==> config.mk <==
export PLATFORM = sky130hd
export DESIGN_NAME = core_run_ctrl
export DESIGN_NICKNAME = d
export VERILOG_FILES = /design/src/rtl/core_run_ctrl.sv
export SDC_FILE = /design/constraint.sdc
export NUM_CORES = 1
export LEC_CHECK = 0
export CAP_MARGIN = 30
export CORE_MARGIN = 1
export CORE_UTILIZATION = 54
export DETAILED_ROUTE_END_ITERATION = 8
export PLACE_DENSITY = 0.8
export SYNTH_ARGS = -nofsm -noshare
export SYNTH_HDL_FRONTEND = slang
export SYNTH_SLANG_ARGS = --single-unit
==> constraint.sdc <==
create_clock -name CLOCK_50 -period 2.7 [get_ports CLOCK_50]
set_input_delay 0.54 -clock CLOCK_50 [delete_from_list [all_inputs] [get_ports CLOCK_50]]
set_output_delay 0.54 -clock CLOCK_50 [all_outputs]
set_load 0.05 [all_outputs]
==> src/rtl/core_run_ctrl.sv <==
// rtl/core_run_ctrl.sv - run/step/halt cycle-enable controller for the pipelined core
// Optional breakpoint logic is built when RUN_CTRL_BKPT_EN is defined.
module core_run_ctrl #(
  parameter int DIV_WIDTH  = 8,
  parameter int CNT_WIDTH  = 32,
  parameter int MAX_CYCLES = 200
) (
  input  logic                 CLOCK_50,
  input  logic                 reset_n,
  input  logic [DIV_WIDTH-1:0] div_sel,
  input  logic                 run,
  input  logic                 step,
  input  logic                 halt_req,
  input  logic                 clr,
`ifdef RUN_CTRL_BKPT_EN
  input  logic [31:0]          pc_in,
  input  logic [31:0]          bkpt_pc,
  input  logic                 bkpt_valid,
  output logic                 bkpt_hit,
`endif
  output logic                 core_en,
  output logic                 real_clk,
  output logic [CNT_WIDTH-1:0] cycle_count,
  output logic [1:0]           state,
  output logic                 done,
  output logic                 timeout
);

  typedef enum logic [1:0] {
    ST_IDLE   = 2'd0,
    ST_RUN    = 2'd1,
    ST_STEP   = 2'd2,
    ST_HALTED = 2'd3
  } state_e;

  localparam logic [DIV_WIDTH-1:0] DIV_ONE  = DIV_WIDTH'(1);
  localparam logic [CNT_WIDTH:0]   CNT_ONE  = (CNT_WIDTH+1)'(1);
  localparam logic [CNT_WIDTH:0]   MAX_C    = (CNT_WIDTH+1)'(MAX_CYCLES);
  localparam bit                   LIMIT_EN = (MAX_CYCLES != 0);

  state_e                 state_q, state_d;
  logic [DIV_WIDTH-1:0]   div_cnt_q, div_cnt_d;
  logic                   core_en_q, core_en_d;
  logic                   real_clk_q, real_clk_d;
  logic [CNT_WIDTH-1:0]   cnt_q, cnt_d;
  logic                   timeout_q, timeout_d;
  logic                   step_q;
`ifdef RUN_CTRL_BKPT_EN
  logic                   bkpt_hit_q, bkpt_hit_d;
`endif

  logic                   active;
  logic                   next_active;
  logic                   tick;
  logic                   step_rise;
  logic                   pulse_ok;
  logic                   stop_req;
  logic                   bkpt_trip;
  logic                   issue;
  logic                   limit_hit;
  logic [CNT_WIDTH:0]     cnt_inc;

  // Decode of the current cycle: divider tick, pending stop requests and whether a pulse goes out.
  always_comb begin
    active    = (state_q == ST_RUN) || (state_q == ST_STEP);
    tick      = (div_cnt_q >= div_sel);
    step_rise = step & ~step_q;
`ifdef RUN_CTRL_BKPT_EN
    bkpt_trip = bkpt_valid && (pc_in == bkpt_pc) && (state_q == ST_RUN);
`else
    bkpt_trip = 1'b0;
`endif
    stop_req  = halt_req | bkpt_trip;
    // A paused RUN (run dropped) leaves the count and observation clock untouched.
    pulse_ok  = ((state_q == ST_RUN) && run) || (state_q == ST_STEP);
    issue     = tick & pulse_ok & ~stop_req;
    cnt_inc   = {1'b0, cnt_q} + CNT_ONE;
    limit_hit = LIMIT_EN && (cnt_inc == MAX_C);
  end

  // Next-state and datapath updates, highest-priority condition first.
  always_comb begin
    state_d    = state_q;
    div_cnt_d  = '0;
    core_en_d  = 1'b0;
    real_clk_d = real_clk_q;
    cnt_d      = cnt_q;
    timeout_d  = timeout_q;
    next_active = 1'b0;
`ifdef RUN_CTRL_BKPT_EN
    bkpt_hit_d = bkpt_hit_q;
`endif

    if (clr) begin
      state_d   = ST_IDLE;
      cnt_d     = '0;
      timeout_d = 1'b0;
`ifdef RUN_CTRL_BKPT_EN
      bkpt_hit_d = 1'b0;
`endif
    end else if (active && stop_req) begin
      state_d = ST_HALTED;
`ifdef RUN_CTRL_BKPT_EN
      bkpt_hit_d = bkpt_hit_q | bkpt_trip;
`endif
    end else begin
      if (issue) begin
        core_en_d  = 1'b1;
        real_clk_d = ~real_clk_q;
        if (!(&cnt_q)) begin
          cnt_d = cnt_inc[CNT_WIDTH-1:0];
        end
      end

      unique case (state_q)
        ST_IDLE: begin
          if (run) begin
            state_d = ST_RUN;
          end else if (step_rise) begin
            state_d = ST_STEP;
          end
        end
        ST_RUN: begin
          if (!run) begin
            state_d = ST_IDLE;
          end
        end
        ST_STEP: begin
          if (tick) begin
            state_d = ST_IDLE;
          end
        end
        ST_HALTED: begin
          state_d = ST_HALTED;
        end
        default: begin
          state_d = ST_IDLE;
        end
      endcase

      // The pulse that reaches the cycle limit is still issued, then the core stops.
      if (issue && limit_hit) begin
        state_d   = ST_HALTED;
        timeout_d = 1'b1;
      end

      // The divider only runs while staying in an active state; any entry or exit restarts it.
      next_active = (state_d == ST_RUN) || (state_d == ST_STEP);
      if (active && next_active) begin
        div_cnt_d = tick ? '0 : (div_cnt_q + DIV_ONE);
      end
    end
  end

  // State register with asynchronous active-low reset.
  always_ff @(posedge CLOCK_50 or negedge reset_n) begin
    if (!reset_n) begin
      state_q    <= ST_IDLE;
      div_cnt_q  <= '0;
      core_en_q  <= 1'b0;
      real_clk_q <= 1'b0;
      cnt_q      <= '0;
      timeout_q  <= 1'b0;
      step_q     <= 1'b0;
`ifdef RUN_CTRL_BKPT_EN
      bkpt_hit_q <= 1'b0;
`endif
    end else begin
      state_q    <= state_d;
      div_cnt_q  <= div_cnt_d;
      core_en_q  <= core_en_d;
      real_clk_q <= real_clk_d;
      cnt_q      <= cnt_d;
      timeout_q  <= timeout_d;
      step_q     <= step;
`ifdef RUN_CTRL_BKPT_EN
      bkpt_hit_q <= bkpt_hit_d;
`endif
    end
  end

  assign core_en     = core_en_q;
  assign real_clk    = real_clk_q;
  assign cycle_count = cnt_q;
  assign state       = state_q;
  assign done        = (state_q == ST_HALTED);
  assign timeout     = timeout_q;
`ifdef RUN_CTRL_BKPT_EN
  assign bkpt_hit    = bkpt_hit_q;
`endif

endmodule

==> results of run 1 <==
[worst reg2reg max path, stage by stage, from the launching register on]
cell,delay [ns]
dfrtp_1,0.49
nand3_1,0.17
or4_1,0.68
o31ai_1,0.31
nand4_1,0.13
nor4_1,0.31
nand4_1,0.25
o21ai_1,0.14
[layer usage]
metal  wire [um]  global-route usage (%)
met1        3838                   38.37
met2        4048                   45.90
met3         438                   3.314
met4         141                   9.818
met5           0                       0
[state kept, by name (all words and copies together) (netlist names)]
register	count
core_en	1
real_clk	1
timeout	1
step_q	1
div_cnt_q	8
state	2
cycle_count	32
[logic make-up (layout without fill, tap and decap cells)]
group | Yosys count | in the layout
compound gates | 47 | 47
xor+xnor | 37 | 37
fa+ha+maj | 14 | 14
buf+inv | 43 | 95
flops | 46 | 46
mux | 5 | 5
simple gates | 185 | 185
[through the flow]
step	util, %	hold WS [ns]
floorplan	-	0.2444
global placement	68.22	0.4641
detailed placement	68.22	0.4605
CTS	71.04	0.2358
global route	71.79	0.2623
finish	71.79	0.2195
[where the power goes]
part	internal, mW	total [mW]	switching [mW]	leakage (nW)
Clock	0.276	0.521	0.244	0.0514
Combinational	0.146	0.365	0.219	0.895
Sequential	0.703	0.729	0.0259	0.638
Total	1.13	1.62	0.490	1.58
[path summary, 6_finish.rpt]
path,to,slack (ns),depth (start not counted)
hold / removal,step_q,0.22,1
setup reg to reg,state[0],0.14,7
max in group asynchronous,div_cnt_q[7],1.74,2
setup / recovery,cycle_count[19],0.07,12
hold reg to reg,real_clk,0.50,1
min in group CLOCK_50,real_clk,0.50,1
[layout by cell type, fill, tap and decap left out, drive strengths merged, types with 14 or more instances in the layout]
| cell type | count |
|---|---|
| buf | 17 |
| clkdlybuf4s50 | 50 |
| dfrtp | 46 |
| ha | 14 |
| inv | 19 |
| nand2 | 22 |
| nand3 | 18 |
| nand4 | 15 |
| nor2 | 55 |
| nor3 | 16 |
| xnor2 | 29 |
[timing repair]
item	CTS	global route
resized for setup	7	3
endpoints found under the setup margin	10	31
cloned	1	1
pin swaps	1	2
[final cells by class]
type	instances	area [um2]	share of cell area [%]
multi-input cells	288	1944	48.01
clock inverters	2	37.54	0.9268
repair buffers	68	683.2	16.87
clock buffers	6	72.57	1.792
inverters	19	71.32	1.761
well taps	72	90.09	2.224
flip-flops and latches	46	1151	28.42
==> impl_results.md, run 1 <==
* Status: finished clean
* Initial antenna violation count at 0
* Worst setup startpoint: div_sel[2]
* Largest net degree at the start of global routing at 38
* WL final at 8466 um
* Fillers at 439
* Reg-to-Reg Start: cycle_count[4]
* Worst setup EP type: flop
* Maximum vdd ir drop at 264.2 uV
* Synthesized cell area at 3238 um2
* # port buffers at 51
* Sequential area share after synthesis at 35.55%
* Cell variety after synth at 56
* CTS Buffer Depth at 2
* Commonest cells post-synth: nor2_1 (55), dfrtp_1 (46), xnor2_1 (29), nand2_1 (22), inv_1 (19)
* Final period util at 97.49%
* CP delay by family, top: buffers and inverters
* Max-slew headroom at 61.44%
* Multiplexer share of the synthesized area at 1.623%
* Final setup violation count at 0
* Final Max Slew Viols at 0
* Number of hold buffers added after cts at 0
* Drt wl/cell at 16.90 um
* Overall Power at 1.616 mW
* Clock sink total at 46
* Synth warn at 0
* Area of placed instances at 3849 um2
* Diode count at 0
* Synth Register Bits at 46
* # DRC at 0
* Dpl ws at -0.4443 ns
* Critical-path top delay cell: clkdlybuf4s50_1
* EDFF count, synth at 0
* Final instance area at 4050 um2
* Final GP Congestion at 0.9127
* Async SR Flop Fraction at 100.0%
* Worst Max-Slew Pin Slew at 0.5784 ns
* Vias in the first global route at 2937
* Simple-gate portion of the synthesized area at 31.92%
* Antenna viol nets, final at 0
* CTS tree: yes
* Crit path DAT at 2.81 ns
* GRT overflow at 0
* Layout cells sized above 1 at 10.72%
* Post-layout min period at 2.632 ns
* Number of buffers created by CTS at 5
* Synth Instances at 377
* Required @ worst endpoint at 2.88 ns
* Leak at 1.585 nW
* RSZ-0062 raised after global routing: yes
* Die area at 6310 um2
* Root Buffer: clkbuf_8
* Die Wd at 79.44 um
* Inst Count DP at 491
* Dpl hpwl at 5786 um
* Global-route wire length before repair at 13960 um
* Fmax at 379.9 MHz
* WP buf/inv at 4
* Power density cells at 398.9 nW/um2
* HP Class: in2async
* Worst path cell trace: clkdlybuf4s50_1 > inv_1 > ha_1 > a211oi_1 > o21ai_1 > a221o_1 > buf_4 > nand2_4 > clkbuf_16 > nor3_2 > xnor2_1 > nor2_1
* Synth Area per Inst at 8.589 um2
* Skew final at 0.006573 ns
* Most used flip-flop cell after synthesis: dfrtp_1
* Most common cell in the netlist: nor2_1
* Fin worst setup slack at 0.06766 ns
* TritonRoute pass-1 iters at 5
* Core Box Area at 5642 um2
* Postcts setup bufs at 0
* Number of core rows at 27
* Clk pin slew, worst setup/hold paths at 0.09 ns
* Fin cells at 501
* Synth Area in Adders at 5.410%
* Synth area leaders: dfrtp_1 (36%), xnor2_1 (7.8%), nor2_1 (6.4%), ha_1 (5.4%), nand4_1 (2.7%)
* Gr usage total at 28.13%
* CP max FO at 8
* Vias at 3033
* Worst setup SP type: input port
* Final Hold Viols at 0
* Top cell type's share of synthesized area at 35.55%
* Initial Utilization at 57.40%
* Critical path class: in2reg
* Area grow syn2layout at 25.08%
* Max Cap Viol at 0
* Critical Path Max Stage Delay at 0.46 ns
* Total Neg Setup Slack at 0 ns
* Via/cell ratio at 6.054
* Synth area leader: dfrtp_1
* Largest family of logic cells by synthesized area: simple AND/OR/NAND/NOR gates
* Layout net count at 456
* Compound-cell area share of the yosys netlist at 9.892%
* Die Span Y at 79.44 um
* Synth Area in XOR/XNOR at 10.01%
* Drt first-iter violations at 260
* # H-tree levels at 2
* Ports at 52
* Clock Latency Late Sink at 0.31 ns
* Syn nets at 405
No activity file was read; power rests on OpenSTA's default activity.
==> inputs of run 2 (changes only) <==
Settings changed: CORE_UTILIZATION 54 to 45, CTS_BUF_LIST set to sky130_fd_sc_hd__clkbuf_4, GPL_TIMING_DRIVEN set to 0, PLACE_DENSITY 0.8 to 0.69.
==> impl_results.md, run 2 (synthesis gave the netlist of run 1 again) <==
* CTS tree: yes (unchanged)
* Worst setup SP type: input port (unchanged)
* Ports at 52 (unchanged)
* Layout net count at 466 (was 456)
* Die Wd at 86.83 um (was 79.44 um)
* Required @ worst endpoint at 2.97 ns (was 2.88 ns)
* Seq. cell area at 1160 um2 (was 1151 um2)
* Drt first-iter violations at 196 (was 260)
* Via/cell ratio at 5.622 (was 6.054)
* Number of hold buffers added after cts at 0 (unchanged)
* Antenna viol nets, final at 0 (unchanged)
* Number of buffers created by CTS at 5 (unchanged)
* Power density cells at 369.5 nW/um2 (was 398.9 nW/um2)
* # H-tree levels at 2 (unchanged)
* Skew final at 0.01993 ns (was 0.006573 ns)
* Drt wl/cell at 15.38 um (was 16.90 um)
* RSZ-0062 raised after global routing: no (was yes)
* Global-route wire length before repair at 13900 um (was 13960 um)
* Inst Count DP at 525 (was 491)
* Post-layout min period at 2.581 ns (was 2.632 ns)
* Worst setup EP type: flop (unchanged)
* Root Buffer: clkbuf_4 (was clkbuf_8)
* CP delay by family, top: compound AO/OA/AOI/OAI gates (was buffers and inverters)
* Critical Path Max Stage Delay at 0.45 ns (was 0.46 ns)
* Critical path class: in2reg (unchanged)
* Initial Utilization at 47.14% (was 57.40%)
* Total Neg Setup Slack at 0 ns (unchanged)
* CP max FO at 8 (unchanged)
* Worst path cell trace: clkdlybuf4s50_1 > inv_1 > ha_1 > a21o_1 > a21o_1 > a221o_2 > o21a_1 > or3_4 > nand3_4 > nor2_1 (was clkdlybuf4s50_1 > inv_1 > ha_1 > a211oi_1 > o21ai_1 > a221o_1 > buf_4 > nand2_4 > clkbuf_16 > nor3_2 > xnor2_1 > nor2_1)
* Initial antenna violation count at 0 (unchanged)
* Final setup violation count at 0 (unchanged)
* Clock Latency Late Sink at 0.38 ns (was 0.31 ns)
* WP buf/inv at 2 (was 4)
* TritonRoute pass-1 iters at 5 (unchanged)
* Final Hold Slack at 0.1143 ns (was 0.2195 ns)
* Multi-input gate area at 1984 um2 (was 1944 um2)
* Max reg flops at 32 (unchanged)
* Core Box Area at 6869 um2 (was 5642 um2)
* Layout cells sized above 1 at 13.44% (was 10.72%)
* Max Cap Viol at 0 (unchanged)
* Leak at 1.542 nW (was 1.585 nW)
* Area grow syn2layout at 26.62% (was 25.08%)
* Dpl hpwl at 6140 um (was 5786 um)
* GRT overflow at 0 (unchanged)
* Fillers at 613 (was 439)
* Final Hold Viols at 0 (unchanged)
* WL final at 8229 um (was 8466 um)
* Most frequent cells in the layout: nor2_1 (55), clkdlybuf4s50_1 (50), dfrtp_1 (39) (was nor2_1 (55), clkdlybuf4s50_1 (50), dfrtp_1 (46))
* Final period util at 95.59% (was 97.49%)
* Largest net degree at the start of global routing at 25 (was 38)
* # port buffers at 51 (unchanged)
* Worst Max-Slew Pin Slew at 0.5539 ns (was 0.5784 ns)
* CTS Buffer Depth at 2 (unchanged)
* Fmax at 387.5 MHz (was 379.9 MHz)
* Final Max Slew Viols at 0 (unchanged)
* Number of core rows at 30 (was 27)
* Fin cells at 535 (was 501)
* Final GP Congestion at 0.9050 (was 0.9127)
* Crit path DAT at 2.85 ns (was 2.81 ns)
* Max-slew headroom at 63.07% (was 61.44%)
* Gr usage total at 23.72% (was 28.13%)
* Diode count at 0 (unchanged)
* Clock sink total at 46 (unchanged)
* HP Class: in2async (unchanged)
* Most common cell on crit path: a21o_1
* Die Span Y at 86.83 um (was 79.44 um)
* Maximum vdd ir drop at 258.0 uV (was 264.2 uV)
* Die area at 7539 um2 (was 6310 um2)
* Status: finished clean (unchanged)
* # DRC at 0 (unchanged)
* Vias in the first global route at 2789 (was 2937)
* Vias at 3008 (was 3033)
* Clk pin slew, worst setup/hold paths at 0.16 ns (was 0.09 ns)
* Most common library cell in the layout ignoring fill and taps: nor2_1 (unchanged)
* Overall Power at 1.515 mW (was 1.616 mW)
* Critical-path top delay cell: clkdlybuf4s50_1 (unchanged)
-- run 2: cell types whose count changed in the layout (fill, tap and decap cells not counted), moves of 2 or more --
cell | before | now
dfrtp_1 | 46 | 39
clkbuf_1 | 1 | 11
buf_2 | 1 | 3
buf_6 | 0 | 2
clkbuf_4 | 0 | 6
clkbuf_8 | 5 | 0
nor4_1 | 10 | 8
nor4_2 | 1 | 3
buf_4 | 14 | 8
dfrtp_2 | 0 | 7
-- run 2: where the power goes --
group          switching (mW)  leakage (nW)  internal, mW  total (mW)
sequential             0.0258         0.627         0.704       0.730
clock                   0.246        0.0456         0.197       0.443
combinational           0.200         0.870         0.142       0.342
-- run 2: final timing paths --
path                                      from  cells past startpoint  slack, ns        endpoint
worst max-delay path                div_sel[5]                     10       0.12    div_cnt_q[6]
worst min-delay path                   reset_n                      1       0.11          step_q
worst max register to register  cycle_count[0]                      9       0.18        state[0]
worst min register to register        real_clk                      1       0.49        real_clk
max in group asynchronous              reset_n                      2       2.05  cycle_count[7]
min in group CLOCK_50                 real_clk                      1       0.49        real_clk
-- run 2: what timing repair did --
item                                    4_1_cts  5_1_grt
resized for setup                             5       20
endpoints found under the setup margin       28       37
pin swaps                                     1        4
setup buffers                                 0        7
-- run 2: final cells by class --
type	count	area share [%]
flip-flops and latches	46	28.29
clock inverters	3	1.068
repair buffers	59	14.28
well taps	96	2.930
clock buffers	5	0.9155
multi-input cells	288	48.40
plain buffers	19	2.380
inverters	19	1.739
-- run 2: layer usage --
layer / track usage, % / vias up / share of wire (%)
li1: - / 1456 / -
met1: 35.26 / 1427 / 47
met2: 35.72 / 109 / 45
met3: 3.524 / 16 / 6.4
met4: 6.515 / 0 / 2.0
met5: 0 / - / 0
-- run 2: metrics by stage --
step / utilization (%) / worst slack, ns / instance area (um2)
2_1_floorplan: - / 0.06084 / 3238
3_3_place_gp: 56.32 / -0.5452 / 3869
3_5_place_dp: 56.65 / -0.5736 / 3891
4_1_cts: 58.00 / 0.01303 / 3984
5_1_grt: 59.69 / 0.008425 / 4100
6_report: 59.69 / 0.1190 / 4100
-- run 2: worst register-to-register path: cells and delay by family, from the launching register on --
kind                       cells  cell delay (ns)
AOI/OAI and AO/OA              2             0.25
adders and majority gates      1             0.26
buffers and inverters          1             0.20
DFF                            1             0.42
and+or+nand+nor                5             1.36
==> inputs of run 3 (changes only) <==
Settings changed: TNS_END_PERCENT set to 5.
==> impl_results.md, run 3 (synthesis gave the netlist of run 1 again) <==
* Crit path DAT at 2.83 ns (was 2.85 ns)
* CTS Buffer Depth at 2 (unchanged)
* Most common library cell in the layout ignoring fill and taps: nor2_1 (unchanged)
* # DRC at 0 (unchanged)
* Largest net degree at the start of global routing at 25 (unchanged)
* Area grow syn2layout at 26.04% (was 26.62%)
* Diode count at 0 (unchanged)
* Layout cells sized above 1 at 12.79% (was 13.44%)
* Root Buffer: clkbuf_4 (unchanged)
* GRT overflow at 0 (unchanged)
* Number of hold buffers added after cts at 0 (unchanged)
* Max reg flops at 32 (unchanged)
* Clock sink total at 46 (unchanged)
* Final period util at 95.08% (was 95.59%)
* Leak at 1.533 nW (was 1.542 nW)
* Drt first-iter violations at 215 (was 196)
* Core Box Area at 6869 um2 (unchanged)
* CTS tree: yes (unchanged)
* Drt wl/cell at 15.33 um (was 15.38 um)
* Final GP Congestion at 0.9050 (unchanged)
* Worst Max-Slew Pin Slew at 0.5527 ns (was 0.5539 ns)
* HP Class: in2async (unchanged)
* TritonRoute pass-1 iters at 5 (unchanged)
* Inst Count DP at 525 (unchanged)
* # port buffers at 51 (unchanged)
* Clk pin slew, worst setup/hold paths at 0.15 ns (was 0.16 ns)
* Reg2reg path depth at 9 (unchanged)
* Via/cell ratio at 5.596 (was 5.622)
* Power density cells at 366.7 nW/um2 (was 369.5 nW/um2)
* CP max FO at 8 (unchanged)
* WL final at 8186 um (was 8229 um)
* # H-tree levels at 2 (unchanged)
* Die area at 7539 um2 (unchanged)
* Ports at 52 (unchanged)
* Vias at 2988 (was 3008)
* Fin cells at 534 (was 535)
* Worst path cell trace: clkdlybuf4s50_1 > inv_1 > ha_1 > a21o_1 > a21o_1 > a221o_2 > o21a_1 > or3_4 > nand3_4 > nor2_1 (unchanged)
* Final Hold Slack at 0.1208 ns (was 0.1143 ns)
* Final setup violation count at 0 (unchanged)
* Vias in the first global route at 2779 (was 2789)
* Skew final at 0.01705 ns (was 0.01993 ns)
* Critical Path Max Stage Delay at 0.45 ns (about the same)
* RSZ-0062 raised after global routing: yes (was no)
* Layout net count at 465 (was 466)
* Antenna viol nets, final at 0 (unchanged)
* Critical-path top delay cell: clkdlybuf4s50_1 (unchanged)
* Number of buffers created by CTS at 5 (unchanged)
* Initial antenna violation count at 0 (unchanged)
* Status: finished clean (unchanged)
* Final Hold Viols at 0 (unchanged)
* Max-slew headroom at 63.15% (was 63.07%)
* Initial Utilization at 47.14% (unchanged)
* Maximum vdd ir drop at 257.1 uV (was 258.0 uV)
* Number of core rows at 30 (unchanged)
* Max Cap Viol at 0 (unchanged)
* Most common cell on crit path: a21o_1 (unchanged)
* Die Span Y at 86.83 um (unchanged)
* Gr usage total at 23.72% (unchanged)
* Required @ worst endpoint at 2.97 ns (about the same)
* Die Wd at 86.83 um (unchanged)
* Global-route wire length before repair at 13900 um (about the same)
* Worst setup SP type: input port (unchanged)
* Worst setup EP type: flop (unchanged)
* Post-layout min period at 2.567 ns (was 2.581 ns)
* Most frequent cells in the layout: nor2_1 (55), clkdlybuf4s50_1 (50), dfrtp_1 (41) (was nor2_1 (55), clkdlybuf4s50_1 (50), dfrtp_1 (39))
* Fmax at 389.5 MHz (was 387.5 MHz)
* Final Max Slew Viols at 0 (unchanged)
* Critical path class: in2reg (unchanged)
* Clock Latency Late Sink at 0.38 ns (about the same)
* Dpl hpwl at 6140 um (unchanged)
-- run 3: cell count changes in the layout (fill, tap and decap cells not counted), sizes merged --
cell,previous run,this run
clkbuf,18,17
-- run 3: final cells by class --
| type | count | area, um2 |
|---|---|---|
| clock inverters | 3 | 43.79 |
| inverters | 19 | 71.32 |
| fillers | 616 | 2788 |
| multi-input cells | 288 | 1976 |
| well taps | 96 | 120.1 |
| flip-flops and latches | 46 | 1157 |
| clock buffers | 5 | 37.54 |
| repair buffers | 58 | 578.1 |
| plain buffers | 19 | 97.59 |
-- run 3: through the flow --
stage / TNS [ns] / worst slack (ns) / total power [mW] / utilization, % / cell area (um2)
2_1_floorplan: 0 / 0.06084 / 0.9338 / - / 3238
3_3_place_gp: -25.00 / -0.5452 / 1.030 / 56.32 / 3869
3_5_place_dp: -16.93 / -0.5736 / 1.043 / 56.65 / 3891
4_1_cts: -0.004614 / -0.004614 / 1.490 / 58.03 / 3986
5_1_grt: -0.01299 / -0.01299 / 1.583 / 59.42 / 4081
6_report: 0 / 0.1328 / 1.497 / 59.42 / 4081
-- run 3: metal layers --
layer | part of all wire [%] | routed length, um | track usage [%] | vias up
met1 | 48 | 3949 | 35.26 | 1443
met5 | 0 | 0 | 0 | -
met4 | 1.4 | 116 | 6.061 | 0
met3 | 5.3 | 431 | 3.524 | 9
li1 | - | - | - | 1448
met2 | 45 | 3688 | 35.93 | 88
-- run 3: worst max-delay path: cells and delay by family --
family	cells	cell delay (ns)
buffers and inverters	2	0.49
AO/OA/AOI/OAI	4	0.95
adder cells (fa/ha/maj)	1	0.29
AND/OR/NAND/NOR	3	0.56
-- run 3: path summary, 6_finish.rpt --
check	endpoint	start	slack [ns]
max	div_cnt_q[6]	div_sel[5]	0.13
max reg2reg	state[0]	cycle_count[0]	0.16
max in group asynchronous	cycle_count[0]	reset_n	2.04
min	step_q	reset_n	0.12
min reg2reg	real_clk	real_clk	0.49
min in group CLOCK_50	real_clk	real_clk	0.49
-- run 3: report_power, final --
part | leakage [nW] | internal (mW) | total (mW) | switching, mW
combinational | 0.858 | 0.132 | 0.329 | 0.197
sequential | 0.630 | 0.704 | 0.730 | 0.0257
clock | 0.0456 | 0.197 | 0.438 | 0.241
-- run 3: repair_timing --
action / CTS / global route
resized for setup: 6 / 16
setup endpoints to repair: 28 / 39
setup buffers: 0 / 6
pin swaps: 0 / 3
